File: src/rtl/sonar_pkg.sv
// sonar_pkg: shared definitions for the sonar emulator and measurement path.
// Holds the FSM state encoding and the default timing constants. The same
// constants are used by the measurement side for its cm conversion. Also
// holds the helper that maps a sampled distance to the echo length in cm.
package sonar_pkg;

  typedef enum logic [2:0] {
    ESPERA_BAIXO = 3'd0,
    ESPERA       = 3'd1,
    CONTA_TRIG   = 3'd2,
    ATRASO       = 3'd3,
    ECO          = 3'd4,
    PAUSA        = 3'd5
  } estado_t;

  localparam int CYCLES_PER_CM_DEF   = 2941;
  localparam int TRIG_MIN_CYCLES_DEF = 500;
  localparam int DELAY_CYCLES_DEF    = 20000;
  localparam int MAX_CM_DEF          = 400;
  localparam int TIMEOUT_CM_DEF      = 646;
  localparam int HOLDOFF_CYCLES_DEF  = 500000;

  // Distances outside 1..max_cm answer with the timeout-length echo.
  function automatic logic dist_invalida(input logic [8:0] d, input int max_cm);
    return (d == 9'd0) || (int'(d) > max_cm);
  endfunction

  function automatic logic [9:0] calc_n_cm(input logic [8:0] d, input int max_cm,
                                           input int timeout_cm);
    if (dist_invalida(d, max_cm)) return 10'(timeout_cm);
    else return 10'(d);
  endfunction

endpackage

File: src/rtl/sonar_emulador_contador_cm.sv
// contador_cm: echo length counter built without a multiplier.
// A 12-bit cycle counter wraps at CYCLES_PER_CM-1; each wrap advances a
// 10-bit cm counter. fim flags the wrap that brings the cm count to n_cm,
// so the enable window lasts exactly n_cm * CYCLES_PER_CM cycles.
// Ports:
//   clock    in  system clock
//   reset    in  asynchronous active-low reset
//   habilita in  count enable
//   limpa    in  synchronous clear (wins over habilita)
//   n_cm     in  target length in cm (must be >= 1)
//   fim      out end-of-count flag, combinational
module contador_cm #(
  parameter int CYCLES_PER_CM = 2941
) (
  input  logic       clock,
  input  logic       reset,
  input  logic       habilita,
  input  logic       limpa,
  input  logic [9:0] n_cm,
  output logic       fim
);

  logic [11:0] ciclos;
  logic [9:0]  cm;
  logic        volta;

  assign volta = (ciclos == 12'(CYCLES_PER_CM - 1));
  assign fim   = habilita && volta && ((cm + 10'd1) == n_cm);

  always_ff @(posedge clock or negedge reset) begin
    if (!reset) begin
      ciclos <= '0;
      cm     <= '0;
    end else if (limpa) begin
      ciclos <= '0;
      cm     <= '0;
    end else if (habilita) begin
      if (volta) begin
        ciclos <= '0;
        cm     <= cm + 10'd1;
      end else begin
        ciclos <= ciclos + 12'd1;
      end
    end
  end

endmodule

File: src/rtl/sonar_emulador.sv
// sonar_emulador: HC-SR04 responder model. Qualifies a trigger pulse and
// answers with an echo whose width encodes the distance sampled at T0.
// Ports:
//   clock        in  system clock (50 MHz)
//   reset        in  asynchronous active-low reset
//   trigger      in  trigger, asynchronous (2-FF synchronized)
//   distancia_cm in  distance to emulate, sampled at T0
//   echo         out echo pulse, registered
//   ocupado      out busy from T0 until the end of holdoff
//   erro         out one-cycle pulse at echo fall for an invalid distance
//
// state        | meaning
// ESPERA_BAIXO | wait for trig_s low before arming
// ESPERA       | armed, wait for trig_s rise
// CONTA_TRIG   | measure trigger width (saturating)
// ATRASO       | delay from T0 to echo
// ECO          | echo active
// PAUSA        | holdoff dead time
module sonar_emulador
  import sonar_pkg::*;
#(
  parameter int CYCLES_PER_CM   = CYCLES_PER_CM_DEF,
  parameter int TRIG_MIN_CYCLES = TRIG_MIN_CYCLES_DEF,
  parameter int DELAY_CYCLES    = DELAY_CYCLES_DEF,
  parameter int MAX_CM          = MAX_CM_DEF,
  parameter int TIMEOUT_CM      = TIMEOUT_CM_DEF,
  parameter int HOLDOFF_CYCLES  = HOLDOFF_CYCLES_DEF
) (
  input  logic       clock,
  input  logic       reset,
  input  logic       trigger,
  input  logic [8:0] distancia_cm,
  output logic       echo,
  output logic       ocupado,
  output logic       erro
);

  estado_t     estado, prox;
  logic        trig_meta, trig_s;
  logic [18:0] cont;
  logic [8:0]  dist_lat;
  logic [9:0]  n_cm;
  logic        invalido;
  logic        trig_ok;
  logic        fim_cm;
  logic        echo_d, ocupado_d, erro_d;

  always_ff @(posedge clock or negedge reset) begin
    if (!reset) begin
      trig_meta <= 1'b0;
      trig_s    <= 1'b0;
    end else begin
      trig_meta <= trigger;
      trig_s    <= trig_meta;
    end
  end

  assign trig_ok  = (cont >= 19'(TRIG_MIN_CYCLES));
  assign n_cm     = calc_n_cm(dist_lat, MAX_CM, TIMEOUT_CM);
  assign invalido = dist_invalida(dist_lat, MAX_CM);

  always_ff @(posedge clock or negedge reset) begin
    if (!reset) estado <= ESPERA_BAIXO;
    else        estado <= prox;
  end

  always_comb begin
    prox = estado;
    case (estado)
      ESPERA_BAIXO: if (!trig_s) prox = ESPERA;
      ESPERA:       if (trig_s) prox = CONTA_TRIG;
      CONTA_TRIG:   if (!trig_s) prox = trig_ok ? ATRASO : ESPERA;
      ATRASO:       if (cont == '0) prox = ECO;
      ECO:          if (fim_cm) prox = PAUSA;
      PAUSA:        if (cont == '0) prox = ESPERA_BAIXO;
      default:      prox = ESPERA_BAIXO;
    endcase
  end

  always_comb begin
    echo_d    = 1'b0;
    ocupado_d = 1'b0;
    case (estado)
      ATRASO: ocupado_d = 1'b1;
      ECO: begin
        echo_d    = 1'b1;
        ocupado_d = 1'b1;
      end
      PAUSA:  ocupado_d = 1'b1;
      default: ;
    endcase
    // echo still shows the last ECO cycle while the state has moved on,
    // which lands erro on the first echo=0 cycle.
    erro_d = echo && (estado != ECO) && invalido;
  end

  always_ff @(posedge clock or negedge reset) begin
    if (!reset) begin
      echo    <= 1'b0;
      ocupado <= 1'b0;
      erro    <= 1'b0;
    end else begin
      echo    <= echo_d;
      ocupado <= ocupado_d;
      erro    <= erro_d;
    end
  end

  // Shared counter: trigger width (up), then delay and holdoff as
  // down-counters loaded with length-1 and ended at terminal count 0.
  always_ff @(posedge clock or negedge reset) begin
    if (!reset) begin
      cont     <= '0;
      dist_lat <= '0;
    end else begin
      case (estado)
        // The sample that moves us to CONTA_TRIG is already a high cycle.
        ESPERA: cont <= 19'd1;
        CONTA_TRIG: begin
          if (!trig_s) begin
            cont <= 19'(DELAY_CYCLES - 1);
            if (trig_ok) dist_lat <= distancia_cm;
          end else if (!trig_ok) begin
            cont <= cont + 19'd1;
          end
        end
        ATRASO: if (cont != '0) cont <= cont - 19'd1;
        ECO:    cont <= 19'(HOLDOFF_CYCLES - 1);
        PAUSA:  if (cont != '0) cont <= cont - 19'd1;
        default: cont <= '0;
      endcase
    end
  end

  contador_cm #(
    .CYCLES_PER_CM(CYCLES_PER_CM)
  ) u_contador_cm (
    .clock   (clock),
    .reset   (reset),
    .habilita(estado == ECO),
    .limpa   (estado != ECO),
    .n_cm    (n_cm),
    .fim     (fim_cm)
  );

endmodule
File: config.mk
export PLATFORM = sky130hd
export DESIGN_NAME = sonar_emulador
export DESIGN_NICKNAME = d
export VERILOG_FILES = /design/src/rtl/sonar_pkg.sv /design/src/rtl/sonar_emulador_contador_cm.sv /design/src/rtl/sonar_emulador.sv
export SDC_FILE = /design/constraint.sdc
export NUM_CORES = 1
export LEC_CHECK = 0
export CAP_MARGIN = 5
export CORE_ASPECT_RATIO = 0.8
export CORE_MARGIN = 8
export CORE_UTILIZATION = 35
export DETAILED_ROUTE_END_ITERATION = 10
export PLACE_DENSITY = 0.62
export SETUP_SLACK_MARGIN = 0.4
export SYNTH_ARGS = -nofsm -noshare
export SYNTH_HDL_FRONTEND = slang
export SYNTH_SLANG_ARGS = --single-unit
File: constraint.sdc
create_clock -name clock -period 2.85 [get_ports clock]
set_input_delay 0.57 -clock clock [delete_from_list [all_inputs] [get_ports clock]]
set_output_delay 0.57 -clock clock [all_outputs]
set_load 0.03 [all_outputs]
Yosys cells after proc, flatten, opt, wreduce, memory -nomap -nowiden
Cells that the tools add are included.

storage, ports and cells
  register bits = 58
  bits of input ports = 12
  output and inout bits = 3
  word-level logic and storage cells = 71

cells by class
  add/subtract/negate cells = 4
  $lt $le $gt $ge = 2
  equal/unequal tests = 16
  muxes and demuxes = 21
  bitwise gates (word level) = 1
  reduce and logical (&&, ||, !) cells = 17

operators by type and width
  operator                                               count
  case mux 19 bit (4 select lines)                       1
  2-to-1 mux 19 bit                                      3
  2-to-1 mux 10 bit                                      4
  2-to-1 mux 12 bit                                      3
  adder 19 x 1 -> 19 bit (second input constant)         1
  >= comparator 19 x 9 -> 1 bit (second input constant)  1
  logical NOT 19 bit                                     1
  nonzero test 19 bit                                    1
  subtractor 19 x 1 -> 19 bit (second input constant)    1
  2-to-1 mux 3 bit                                       6
  case mux 3 bit (6 select lines)                        1
  adder 12 x 1 -> 12 bit (second input constant)         1
  equality test 12 bit (second input constant)           1
  inequality test 2 bit (second input constant)          6
  adder 10 x 1 -> 10 bit (second input constant)         1
  equality test 10 bit                                   1
  > comparator 9 bit (second input constant)             1
  logical NOT 9 bit                                      1
  equality test 3 x 2 -> 1 bit (second input constant)   2
  equality test 3 bit (second input constant)            2
  inequality test 3 bit (second input constant)          2
  AND reduction 6 bit                                    1
  logical AND 1 bit                                      4
  AND reduction 2 bit                                    2
  11 further kinds                                       13

Longest topological paths before layout
  depth after elaboration = 7
  gate-level depth with buffers = 9

By module
A second synthesis with hierarchy kept.

second synthesis, totals
  cell total of the unflattened synthesis = 458
  area total of the unflattened synthesis = 4117.7 µm²

modules (own cells, without submodules)
  module          instances  cells an instance  area an instance (µm²)
  sonar_emulador  1          291                2617.5
  contador_cm     1          167                1500.2

Worst setup path before layout
Ideal clock, no wire load.

  kind = reg-to-reg
  from = register cont[0]
  to = register cont[18]
  library setup time = 0.076 ns
  arrival time = 2.374 ns
  setup slack = 0.400 ns
  stages on the path, launching flop included = 10
  period minus slack after synthesis = 2.450 ns
  path through = dfrtp_1 inv_1 ha_1 or4b_2 clkbuf_1 or3_1 or3_1 a31oi_1 a21oi_1 o21ai_1

between the ends
  word-level cells in the longest chain between the ends = 4
  elaborated cells between the ends (all ways) = 11
  classes of those cells = 2 x add/sub; 1 x order compare; 2 x eq/ne; 4 x mux; 2 x reduce/logical

ends and longest elaborated chain
  what                              line                   RTL
  start: declaration                sonar_emulador.sv:40   logic [18:0] cont;
  start signal: assignment          sonar_emulador.sv:121  cont <= 19'(DELAY_CYCLES - 1);
  start signal: assignment          sonar_emulador.sv:124  cont <= cont + 19'd1;
  start signal: assignment          sonar_emulador.sv:127  ATRASO: if (cont != '0) cont <= cont - 19'd1;
  adder 19 x 1 -> 19 bit            sonar_emulador.sv:124
  2-to-1 mux 19 bit                 sonar_emulador.sv:123  end else if (!trig_ok) begin
  2-to-1 mux 19 bit                 sonar_emulador.sv:120  if (!trig_s) begin
  case mux 19 bit (4 select lines)  sonar_emulador.sv:116  case (estado)

Parallel ways exist; a longest one is shown, timed or not. The select of a mux whose other input is x is not followed.
A chain may end at the register's enable or synchronous reset.

Worst setup path in the final report
  from = register cont[14]
  to = register dist_lat[4]

between the ends
  word-level cells in the longest chain between the ends = 2

ends and longest elaborated chain
  what                                  line                   RTL
  >= comparator 19 x 9 -> 1 bit         sonar_emulador.sv:58   assign trig_ok = (cont >= 19'(TRIG_MIN_CYCLES));
  AND reduction 3 bit (no source line)  --
  end signal: assignment                sonar_emulador.sv:122  if (trig_ok) dist_lat <= distancia_cm;
  end: declaration                      sonar_emulador.sv:41   logic [8:0] dist_lat;

No other way between the ends.

==> run summary <==
input/output buffers = 14
Net count, final = 486
count of TritonRoute iterations in the first routing pass = 5
Slew Limit Fails = 0
cell count after synthesis = 444
worst-case clock buffer depth = 2
clock slew seen by the registers of the worst setup and hold paths = 0.05 ns
sequential fraction of design power = 0.303
syn_area_per_cell = 8.59 µm²
largest net degree at the start of global routing = 26
setup repair after global routing missed its margin = yes
fin crit period = 2.49 ns
signal arrival time at the worst endpoint = 2.71 ns
DRT antenna net count = 0
routed via count divided by cell count = 5.83
endpoint class of the critical path = register
met3 usage in global routing = 0.0365
dominant synthesized flop cell = sky130_fd_sc_hd__dfrtp_1
H-tree depth = 3
final critical-path share of the clock period = 0.874
path class of the lowest-slack min-delay path = input pin to async pin
delay contributed by the slowest stage of the critical path = 0.52 ns
Initial Utilization = 0.354
layout cell share with drive strength beyond 1 = 0.184
share of power burned in the clock network = 0.250
Final Hold Fails = 0
Max rail drop VDD = 0.000492 V
Post-Place Cell Area = 4110 µm²
worst-path fanout max = 5
critical path's top delay family = simple AND/OR/NAND/NOR gates
highest clock rate = 401 MHz
final RePlAce weighted congestion = 0.873
width of the die = 133 µm
all-layer global routing usage = 0.144
minimum setup slack in the final design = 0.359 ns
post-route standard cell area excluding fillers = 4630 µm²
sw power = 1.83 mW
CTS buffer count = 9
total leakage power = 1.76 nW
clock tree from TritonCTS = yes
Cell Pwr Density = 960 nW/µm²
Initial DRC Count = 341
cell-internal power = 2.61 mW
GRT met2 Usage = 0.203
Antenna Cells = 0
status = completed
clock latency on the worst-skew pair = 0.34 ns
post-synthesis sequential element count = 58
# DRC = 0
Comb pwr share = 0.446
library cell contributing the largest single delay on the critical path = sky130_fd_sc_hd__or4_4
CP bufs+invs = 2
fraction of the yosys area taken by sequential cells = 0.380
number of clock sinks = 58
root buffer cell = sky130_fd_sc_hd__clkbuf_16
grt ovf = 0
die area = 14500 µm²
sum of internal, switching and leakage power = 4.44 mW
routed wire length = 10400 µm
synthesized cell area = 3810 µm²
critical path startpoint category = register
pre-CTS setup slack = 0.259 ns
max-cap violation count = 0
routed wirelength normalized by instance count = 16.9 µm
async set-reset flop share out of synthesis = 1.00
Die Y-Extent = 109 µm
Hold WS = 0.243 ns
Netlist cell types = 65
global-route wire length before repair = 16800 µm
synthesized net count = 462
Tightest Pin Transition = 0.857 ns
r2r startpoint = cont[14]
yosys synthesis warning count = 0
final setup vio count = 0
switching share of total power = 0.412
CP Cell Sequence = or3_4 -> or4_4 -> nor4_4 -> buf_4 -> buf_6 -> nor3_4 -> mux2_4
most heavily used metal layer in global routing = met2
hold-fix buffers at CTS = 0
required time worst endpoint = 3.07 ns
area growth from synthesis to layout = 21.3%
Fill cells = 1045
antenna violations before repair = 0
type of the setup path with the least slack = register to register
aggregate negative setup slack = 0 ns
total via count after detailed routing = 3595
EDFF count, synth = 0
CP Launch Point = cont[14]
Max transition margin = 0.427
clock tree skew after final layout = 0.00671 ns
met1 Usage GRT = 0.202
number of top-level pins = 15
via count of the first global-routing pass = 3292
Site Rows = 34
core box area = 10800 µm²
HPWL after detailed placement = 7000 µm
[area by class of cell]
class | instances | area [µm²] | share of cell area
Timing Repair Buffer | 36 | 312 | 0.0673
Tap cell | 144 | 180 | 0.0389
Clock inverter | 4 | 50.0 | 0.0108
Inverter | 11 | 41.3 | 0.00892
Clock buffer | 12 | 256 | 0.0554
Multi-Input combinational cell | 352 | 2330 | 0.504
Sequential cell | 58 | 1450 | 0.314
[layer usage]
metal,part of all wire,routed length [µm]
met1,0.49,5070
met2,0.42,4430
met3,0.070,733
met4,0.019,198
met5,0,0
[layout by cell type (no fill, tap or decap), drive strengths merged, types with 11 or more instances in the layout]
cell / instances
a21oi: 28
buf: 23
clkbuf: 12
clkdlybuf4s50: 13
dfrtp: 58
inv: 11
nand2: 30
nand3: 18
nand4: 12
nor2: 41
nor3: 22
o21ai: 38
or3: 14
xnor2: 12
xor2: 13
[cells in the mapped netlist (all sizes together), types with 7 or more instances]
cell    number  share of area
o21ai       38          0.051
nand2       30          0.030
and2         7          0.011
or2         10          0.016
o22ai        8          0.015
a31oi        8          0.013
a21oi       28          0.037
dfrtp       58           0.38
nor2        41          0.041
nor3        21          0.029
nand3       18          0.024
xor2        13          0.030
nor4         7          0.015
mux2         8          0.024
nand4       12          0.020
xnor2       12          0.028
or3         14          0.024
inv         11          0.011
clkbuf      20          0.020
[repair_timing]
item	4_1_cts	5_1_grt
setup endpoints to repair	19	36
gates cloned	0	2
setup buffers	1	9
gates resized for setup	4	34
pin swaps	1	20
hold endpoints to repair	0	0
[kinds of logic (layout without fill, tap and decap cells)]
family / count (synthesis) / after routing / synth area share
AO/OA/AOI/OAI: 122 / 122 / 0.204
XOR/XNOR: 26 / 26 / 0.0633
adder cells (fa/ha/maj): 6 / 6 / 0.0197
buffers and inverters: 35 / 63 / 0.0397
flip-flops: 58 / 58 / 0.380
multiplexers: 10 / 10 / 0.0289
AND/OR/NAND/NOR: 187 / 188 / 0.264
[worst register-to-register path: cells and delay by family, from the launching register on]
kind / cells / cell delay, ns
and+or+nand+nor: 4 / 1.36
buffers and inverters: 2 / 0.30
DFF: 1 / 0.38
muxes: 1 / 0.33
[worst paths after layout]
kind / end / slack [ns] / cells past startpoint
max in group asynchronous: cont[12] / 1.86 / 2
worst min-delay path: u_contador_cm.ciclos[11] / 0.24 / 1
worst max register to register: dist_lat[4] / 0.36 / 7
worst max-delay path: dist_lat[4] / 0.36 / 7
min in group clock: trig_s / 0.35 / 0
worst min register to register: trig_s / 0.35 / 0
[through the flow]
stage	std cells	util
6_report	617	0.430
5_1_grt	617	0.430
4_1_cts	606	0.412
3_5_place_dp	589	0.381
3_3_place_gp	589	0.381
2_1_floorplan	444	-
[state kept, by name (all words and copies together), names as in the netlist]
name                  flops
cont                     19
dist_lat                  9
echo                      1
erro                      1
estado                    3
ocupado                   1
trig_meta                 1
trig_s                    1
u_contador_cm.ciclos     12
u_contador_cm.cm         10
[power groups by stage]
stage          Combinational [mW]  Clock, mW  Sequential [mW]
2_1_floorplan                1.34          0             1.18
3_3_place_gp                 1.60          0             1.33
3_5_place_dp                 1.61          0             1.34
4_1_cts                      1.66       1.14             1.33
5_1_grt                      2.15       1.16             1.39
6_report                     1.98       1.11             1.35
No activity file was read; power rests on OpenSTA's default activity.
